`config.mk`:
```
export PLATFORM = sky130hd
export DESIGN_NAME = traffic_light_controller
export DESIGN_NICKNAME = d
export VERILOG_FILES = /design/src/rtl/tlc_pkg.sv /design/src/rtl/traffic_light_controller.sv
export SDC_FILE = /design/constraint.sdc
export NUM_CORES = 1
export LEC_CHECK = 0
export ABC_AREA = 1
export ABC_CLOCK_PERIOD_IN_PS = 1720
export CAP_MARGIN = 25
export CORE_AREA = 2 2 42 44
export DETAILED_ROUTE_END_ITERATION = 16
export DIE_AREA = 0 0 44 46
export GPL_ROUTABILITY_DRIVEN = 0
export PLACE_DENSITY = 0.81
export SETUP_SLACK_MARGIN = 0.2
export SLEW_MARGIN = 20
export SYNTH_ARGS = -nofsm -noshare
export SYNTH_HDL_FRONTEND = slang
export SYNTH_SLANG_ARGS = --single-unit
```
`constraint.sdc`:
```
create_clock -name clk -period 1.72 [get_ports clk]
set_input_delay 0.43 -clock clk [delete_from_list [all_inputs] [get_ports clk]]
set_output_delay 0.43 -clock clk [all_outputs]
set_load 0.05 [all_outputs]
```
`src/rtl/tlc_pkg.sv`:
```
// Shared types, field positions and helpers for the four-road traffic light controller.
package tlc_pkg;

    typedef enum logic {
        NORMAL    = 1'b0,
        EMERGENCY = 1'b1
    } state_t;

    localparam int unsigned ROAD_W  = 2;
    localparam int unsigned CNT_W   = 8;
    localparam int unsigned LIGHT_W = 4;

    localparam int unsigned EMG_BIT  = 2;
    localparam int unsigned ROAD_MSB = 1;

    localparam logic [ROAD_W-1:0] ROAD0 = 2'd0;
    localparam logic [ROAD_W-1:0] ROAD1 = 2'd1;
    localparam logic [ROAD_W-1:0] ROAD2 = 2'd2;
    localparam logic [ROAD_W-1:0] ROAD3 = 2'd3;

    function automatic logic [LIGHT_W-1:0] road_to_onehot(input logic [ROAD_W-1:0] road);
        return LIGHT_W'(1) << road;
    endfunction

endpackage

```
`src/rtl/traffic_light_controller.sv`:
```
// Rotating single-green light controller with manual jump and emergency pre-emption.
module traffic_light_controller
    import tlc_pkg::*;
#(
    parameter int unsigned DATA_WIDTH       = 3,
    parameter int unsigned GREEN_CYCLES     = 1,
    parameter int unsigned EMERGENCY_CYCLES = 5
) (
    input  logic                  clk,
    input  logic                  reset,
    input  logic                  valid,
    input  logic [DATA_WIDTH-1:0] instruction,
    output logic [LIGHT_W-1:0]    lights
);

    localparam logic [CNT_W-1:0] GREEN_LAST = CNT_W'(GREEN_CYCLES - 1);
    localparam logic [CNT_W-1:0] EMG_LAST   = CNT_W'(EMERGENCY_CYCLES - 1);

    state_t              state_q, state_d;
    logic [ROAD_W-1:0]   road_q,  road_d;
    logic [CNT_W-1:0]    cnt_q,   cnt_d;
    logic [ROAD_W-1:0]   target_road;
    logic                is_emg;

    assign target_road = instruction[ROAD_MSB:0];
    assign is_emg      = instruction[EMG_BIT];

    // State, road, dwell counter and the lamp register that mirrors the next road.
    always_ff @(posedge clk) begin
        if (reset) begin
            state_q <= NORMAL;
            road_q  <= ROAD0;
            cnt_q   <= '0;
            lights  <= road_to_onehot(ROAD0);
        end else begin
            state_q <= state_d;
            road_q  <= road_d;
            cnt_q   <= cnt_d;
            lights  <= road_to_onehot(road_d);
        end
    end

    // Emergency beats manual; manual is dropped while an emergency hold runs.
    always_comb begin
        state_d = state_q;
        road_d  = road_q;
        cnt_d   = cnt_q;

        if (valid && is_emg) begin
            state_d = EMERGENCY;
            road_d  = target_road;
            cnt_d   = '0;
        end else if (valid && (state_q == NORMAL)) begin
            road_d = target_road;
            cnt_d  = '0;
        end else begin
            unique case (state_q)
                NORMAL: begin
                    if (cnt_q == GREEN_LAST) begin
                        road_d = road_q + ROAD_W'(1);
                        cnt_d  = '0;
                    end else begin
                        cnt_d = cnt_q + CNT_W'(1);
                    end
                end
                EMERGENCY: begin
                    if (cnt_q == EMG_LAST) begin
                        state_d = NORMAL;
                        road_d  = road_q + ROAD_W'(1);
                        cnt_d   = '0;
                    end else begin
                        cnt_d = cnt_q + CNT_W'(1);
                    end
                end
                default: state_d = NORMAL;
            endcase
        end
    end

endmodule

```
Word-level counts from Yosys, hierarchy flattened:

Index checks and enable logic that the tools add are counted.

* flip-flop bits (word level): 15
* input port bits: 6
* output and inout port bits: 4
* logic and storage cells: 26

* $add $sub $neg: 2
* equal/unequal tests: 2
* shifts and indexed selects: 1
* multiplexer cells: 12
* bitwise gates (word level): 1
* reduce and logical (&&, ||, !) cells: 4

Operator list (count)
* $mux W8: 2
* $pmux W8 S2: 1
* $add A8 B1 Y8 const B: 1
* $eq A8 B3 Y1 const B: 1
* $logic_not A8 Y1: 1
* $mux W2: 4
* $mux W1: 4
* $pmux W2 S2: 1
* $shl A1 B2 Y4 const A: 1
* $reduce_or A3 Y1: 1
* $add A2 B1 Y2 const B: 1
* $logic_and A1 B1 Y1: 2
* $ne A2 B2 Y1 const B: 1
* $not A1 Y1: 1

Longest topological paths before layout:

* word-level depth: 6
* gate-level depth with buffers: 11
* mapped depth without buffers: 11

Worst setup path before layout:

OpenSTA, ideal clock, no wires.

* kind: register to register
* start point: reg cnt_q[0]
* end point: reg lights[0]
* arrival: 1.133 ns
* data required time: 1.606 ns
* slack: 0.473 ns
* cell stages (with the launch flop): 11
* path buffers: 0
* clock period less this slack: 1.247 ns
* cell sequence: dfxtp_1 -> inv_1 -> ha_1 -> nand2_1 -> inv_1 -> nand3_1 -> nand3_1 -> nand3_2 -> nand2_2 -> nand2_1 -> nand2_1

* word-level cells in the longest chain between the ends: 6

Ends and longest elaborated chain
* from (decl): RTL line traffic_light_controller.sv:21 `logic [CNT_W-1:0] cnt_q, cnt_d;`
* from (signal assigned): RTL line traffic_light_controller.sv:38 `cnt_q <= cnt_d;`
* $eq A8 B3 Y1 or $logic_not A8 Y1 (tied branches): RTL line traffic_light_controller.sv:67, traffic_light_controller.sv:59
* $mux W2 (on tied branches): RTL line traffic_light_controller.sv:67, traffic_light_controller.sv:59
* $pmux W2 S2 *: RTL line traffic_light_controller.sv:57 `unique case (state_q)`
* $mux W2 *: RTL line traffic_light_controller.sv:53 `end else if (valid && (state_q == NORMAL)) begin`
* $mux W2 *: RTL line traffic_light_controller.sv:49 `if (valid && is_emg) begin`
* $shl A1 B2 Y4 *: RTL line tlc_pkg.sv:22 `return LIGHT_W'(1) << road;`
* to (signal assigned): RTL line traffic_light_controller.sv:34 `lights <= road_to_onehot(ROAD0);`
* to (signal assigned): RTL line traffic_light_controller.sv:39 `lights <= road_to_onehot(road_d);`
* to (decl): RTL line traffic_light_controller.sv:13 `output logic [LIGHT_W-1:0] lights`

Mark *: on every way between the ends. The rest lies on a longest branch, timed or not.
A chain may end at the register's enable or synchronous reset.

Worst setup path in the final report:

* start point: reg cnt_q[1]
* end point: reg lights[0]

The elaborated chain is that of the path after synthesis.

==> summary.md <==
| Metric | Value |
|---|---|
| Gate power share | `about a fifth` |
| Max-cap viol count | `0` |
| Clk root buf | `clkbuf_4` |
| CTS Sinks | `15` |
| Worst setup SP type | `register` |
| Pleak | `between 0.3 and 0.4 nW` |
| Relative max-transition margin | `~86%` |
| Starting Density | `a little under half` |
| Fin Clk Skew | `between 0.0015 and 0.002 ns` |
| Die height | `about 46 µm` |
| Clock slew at reported path FFs | `about 0.09 ns` |
| Layout area overhead | `17.9%` |
| Number of remaining DRC errors | `0` |
| Largest net degree at the start of global routing | `10` |
| Seq/Total Area, Yosys | `40.5%` |
| Final worst-path cycle share | `~80%` |
| Core Area | `roughly 0.0016 mm²` |
| Avg Inst Size Synth | `~7.4 µm²` |
| RSZ-0062 raised after global routing | `no` |
| Pins Over Slew Limit | `0` |
| Clock power frac | `between 20 and 30%` |
| Required @ worst endpoint | `~1.9 ns` |
| Hold Vio Cnt, Final | `0` |
| Initial antenna violation count | `0` |
| Clk_lat worst skew | `around 0.28 ns` |
| Worst EP arrival | `1.56 ns` |
| DRT antenna net count | `0` |
| Worst flop-to-flop path startpoint | `cnt_q[1]` |
| Post-Route WL | `between 1 and 1.5 mm` |
| Via/cell ratio | `~4.8` |
| TritonCTS clock tree | `yes` |
| Die area | `a little over 0.002 mm²` |
| Setup TNS | `0 ns` |
| IO buf count | `9` |
| Switching share of power | `approximately 30%` |
| H-tree depth | `1` |
| Slowest stage delay, CP | `0.32 ns` |
| Maximum buffer depth of the clock tree | `2` |
| Register bit total from synthesis | `15` |
| Hold_ws | `approximately 0.44 ns` |
| Final worst slack | `between 0.3 and 0.4 ns` |
| IR drop worst, VDD | `approximately 390 µV` |
| Int Pwr | `roughly 0.5 mW` |
| DRT Pass-1 Iters | `4` |
| Vias in the first global route | `521` |
| Nets | `~120` |
| Pwr Density | `approximately 800 mW/mm²` |
| I/O pin cnt | `10` |
| Cells after Synth | `100` |
| Setup crit end kind | `register` |
| DIE WIDTH | `44 µm` |
| Worst slack, placed | `0.0907 ns` |
| Distinct cells, synth | `20` |
| Starting DRT DRC Count | `6` |
| GRT Residual Overflow | `0` |
| Post-DR wirelength/cell | `between 9 and 10 µm` |
| Cells along the critical path | `inv_1 -> ha_2 -> nand3_2 -> nor2_2 -> nand2_1 -> nand2_1 -> nand2_1 -> nand3_2 -> nand2_2 -> nand2_1 -> nand2_1` |
| Critical Path Start | `cnt_q[1]` |
| Setup CP Type | `register to register` |
| Status | `completed` |
| GRT Util Overall | `between 10% and 20%` |
| Hold endpoint | `cnt_q[0]` |
| Worst-margin pin slew | `between 0.2 and 0.25 ns` |
| Critical path peak fanout | `4` |
| First-pass GRT wire length | `around 2.0 mm` |
| WP buf/inv | `1` |
| Fmax | `0.728 GHz` |
| Sw power | `0.210 mW` |
| CP top delay family | `simple AND/OR/NAND/NOR gates` |
| Ys Warns | `0` |
| Placed instance area | `about 840 µm²` |
| Fraction of layout cells with a size suffix above 1 | `between 20% and 30%` |
| Worst R2R Path Depth | `11` |
| TritonCTS Buffers | `3` |
| Final min period | `approximately 1.4 ns` |
| Mapped Area | `between 700 and 800 µm²` |
| Min-delay src | `cnt_q[0]` |
| Post-CTS Setup Bufs | `0` |
| Hold Crit Class | `register to register` |
| Vias | `slightly above 600` |
| FF-to-FF setup slack | `about 0.35 ns` |
| Design Area, Final | `between 800 and 900 µm²` |
| Worst Hold Path Cells | `1` |
| Power share of the sequential group | `between 50% and 60%` |
| Syn Nets | `108` |
| Worst r2r dst | `lights[0]` |
| Most used cell, CP | `nand2_1` |
| FP Rows | `15` |
| Final setup vio count | `0` |
| DPL Wire Length | `1.01 mm` |
| Worst path slowest cell | `dfxtp_1` |
| # diodes | `0` |
## power groups by stage
stage | clock network [mW] | logic [mW] | registers (mW)
finish | 0.201 | 0.137 | 0.373
global route | 0.229 | 0.151 | 0.375
CTS | 0.212 | 0.139 | 0.373
detailed placement | 0 | 0.138 | 0.381
global placement | 0 | 0.136 | 0.380
floorplan | 0 | 0.0671 | 0.411
## cell families (layout without fill, tap and decap cells)
group,Yosys count,in the layout,share of synthesized area (%)
AND/OR/NAND/NOR,52,52,34.6
buffers and inverters,17,30,8.60
flip-flops,15,15,40.5
AO/OA/AOI/OAI,9,9,7.08
XOR/XNOR,5,5,5.90
adder cells (fa/ha/maj),2,2,3.37
## final cells by class
| cell class | count | area [µm²] |
|---|---|---|
| fill | 161 | 739 |
| multi-input combinational | 68 | 380 |
| sequential | 15 | 302 |
| timing repair buffer | 9 | 80.1 |
| inverter | 17 | 63.8 |
| clock buffer | 3 | 22.5 |
| tap | 17 | 21.3 |
| clock inverter | 1 | 5.00 |
## worst max-delay path by stage
stage                      endpoint  slack (ns)  cells after the start
after floorplan           lights[0]        0.47                     10
after global placement    lights[2]        0.12                      5
after detailed placement  lights[1]        0.09                      6
after CTS                 lights[0]        0.30                     11
after global routing      lights[0]        0.20                     11
final                     lights[0]        0.35                     11
## stage by stage
step | util, % | cells | power (mW)
floorplan | - | 100 | 0.478
global placement | 52.2 | 126 | 0.516
detailed placement | 52.2 | 126 | 0.519
CTS | 54.0 | 130 | 0.723
global route | 54.2 | 130 | 0.755
finish | 54.2 | 130 | 0.711
## cell usage after synthesis, drive strengths merged
master   n  share of area [%]
nand4    1               0.84
or2      2                1.7
xnor2    2                2.4
nand3   10                9.4
nand2   20                 11
a31o     1                1.2
nor2    18                 10
ha       2                3.4
nand3b   1                1.0
o21ai    7                5.2
inv     17                8.6
xor2     3                3.5
a21oi    1               0.67
dfxtp   15                 40
## registers in the layout (all words and copies together) (netlist names)
signal / flops
cnt_q: 8
lights: 4
road_q: 2
state_q: 1
## metal layers
| layer | part of all wire [%] | vias up | track usage, % |
|---|---|---|---|
| met1 | 40 | 271 | 14.4 |
| met5 | 0 | - | 0 |
| li1 | - | 335 | - |
| met2 | 55 | 11 | 23.5 |
| met4 | 1.1 | 0 | 9.09 |
| met3 | 4.0 | 2 | 3.57 |
## timing repair
item	in CTS	in global routing
resized for setup	0	2
hold endpoints to repair	0	0
setup endpoints to repair	0	2
hold buffers	0	0
## cell usage in the layout, fill, tap and decap left out, drive strengths merged
cell           instances
nand3                 10
a21oi                  1
buf                    4
dfxtp                 15
xnor2                  2
a31o                   1
nand4                  1
or2                    2
nand3b                 1
clkinv                 1
xor2                   3
inv                   17
clkbuf                 3
nor2                  18
ha                     2
o21ai                  7
nand2                 20
clkdlybuf4s50          5
(Power assumes the default switching activity.)
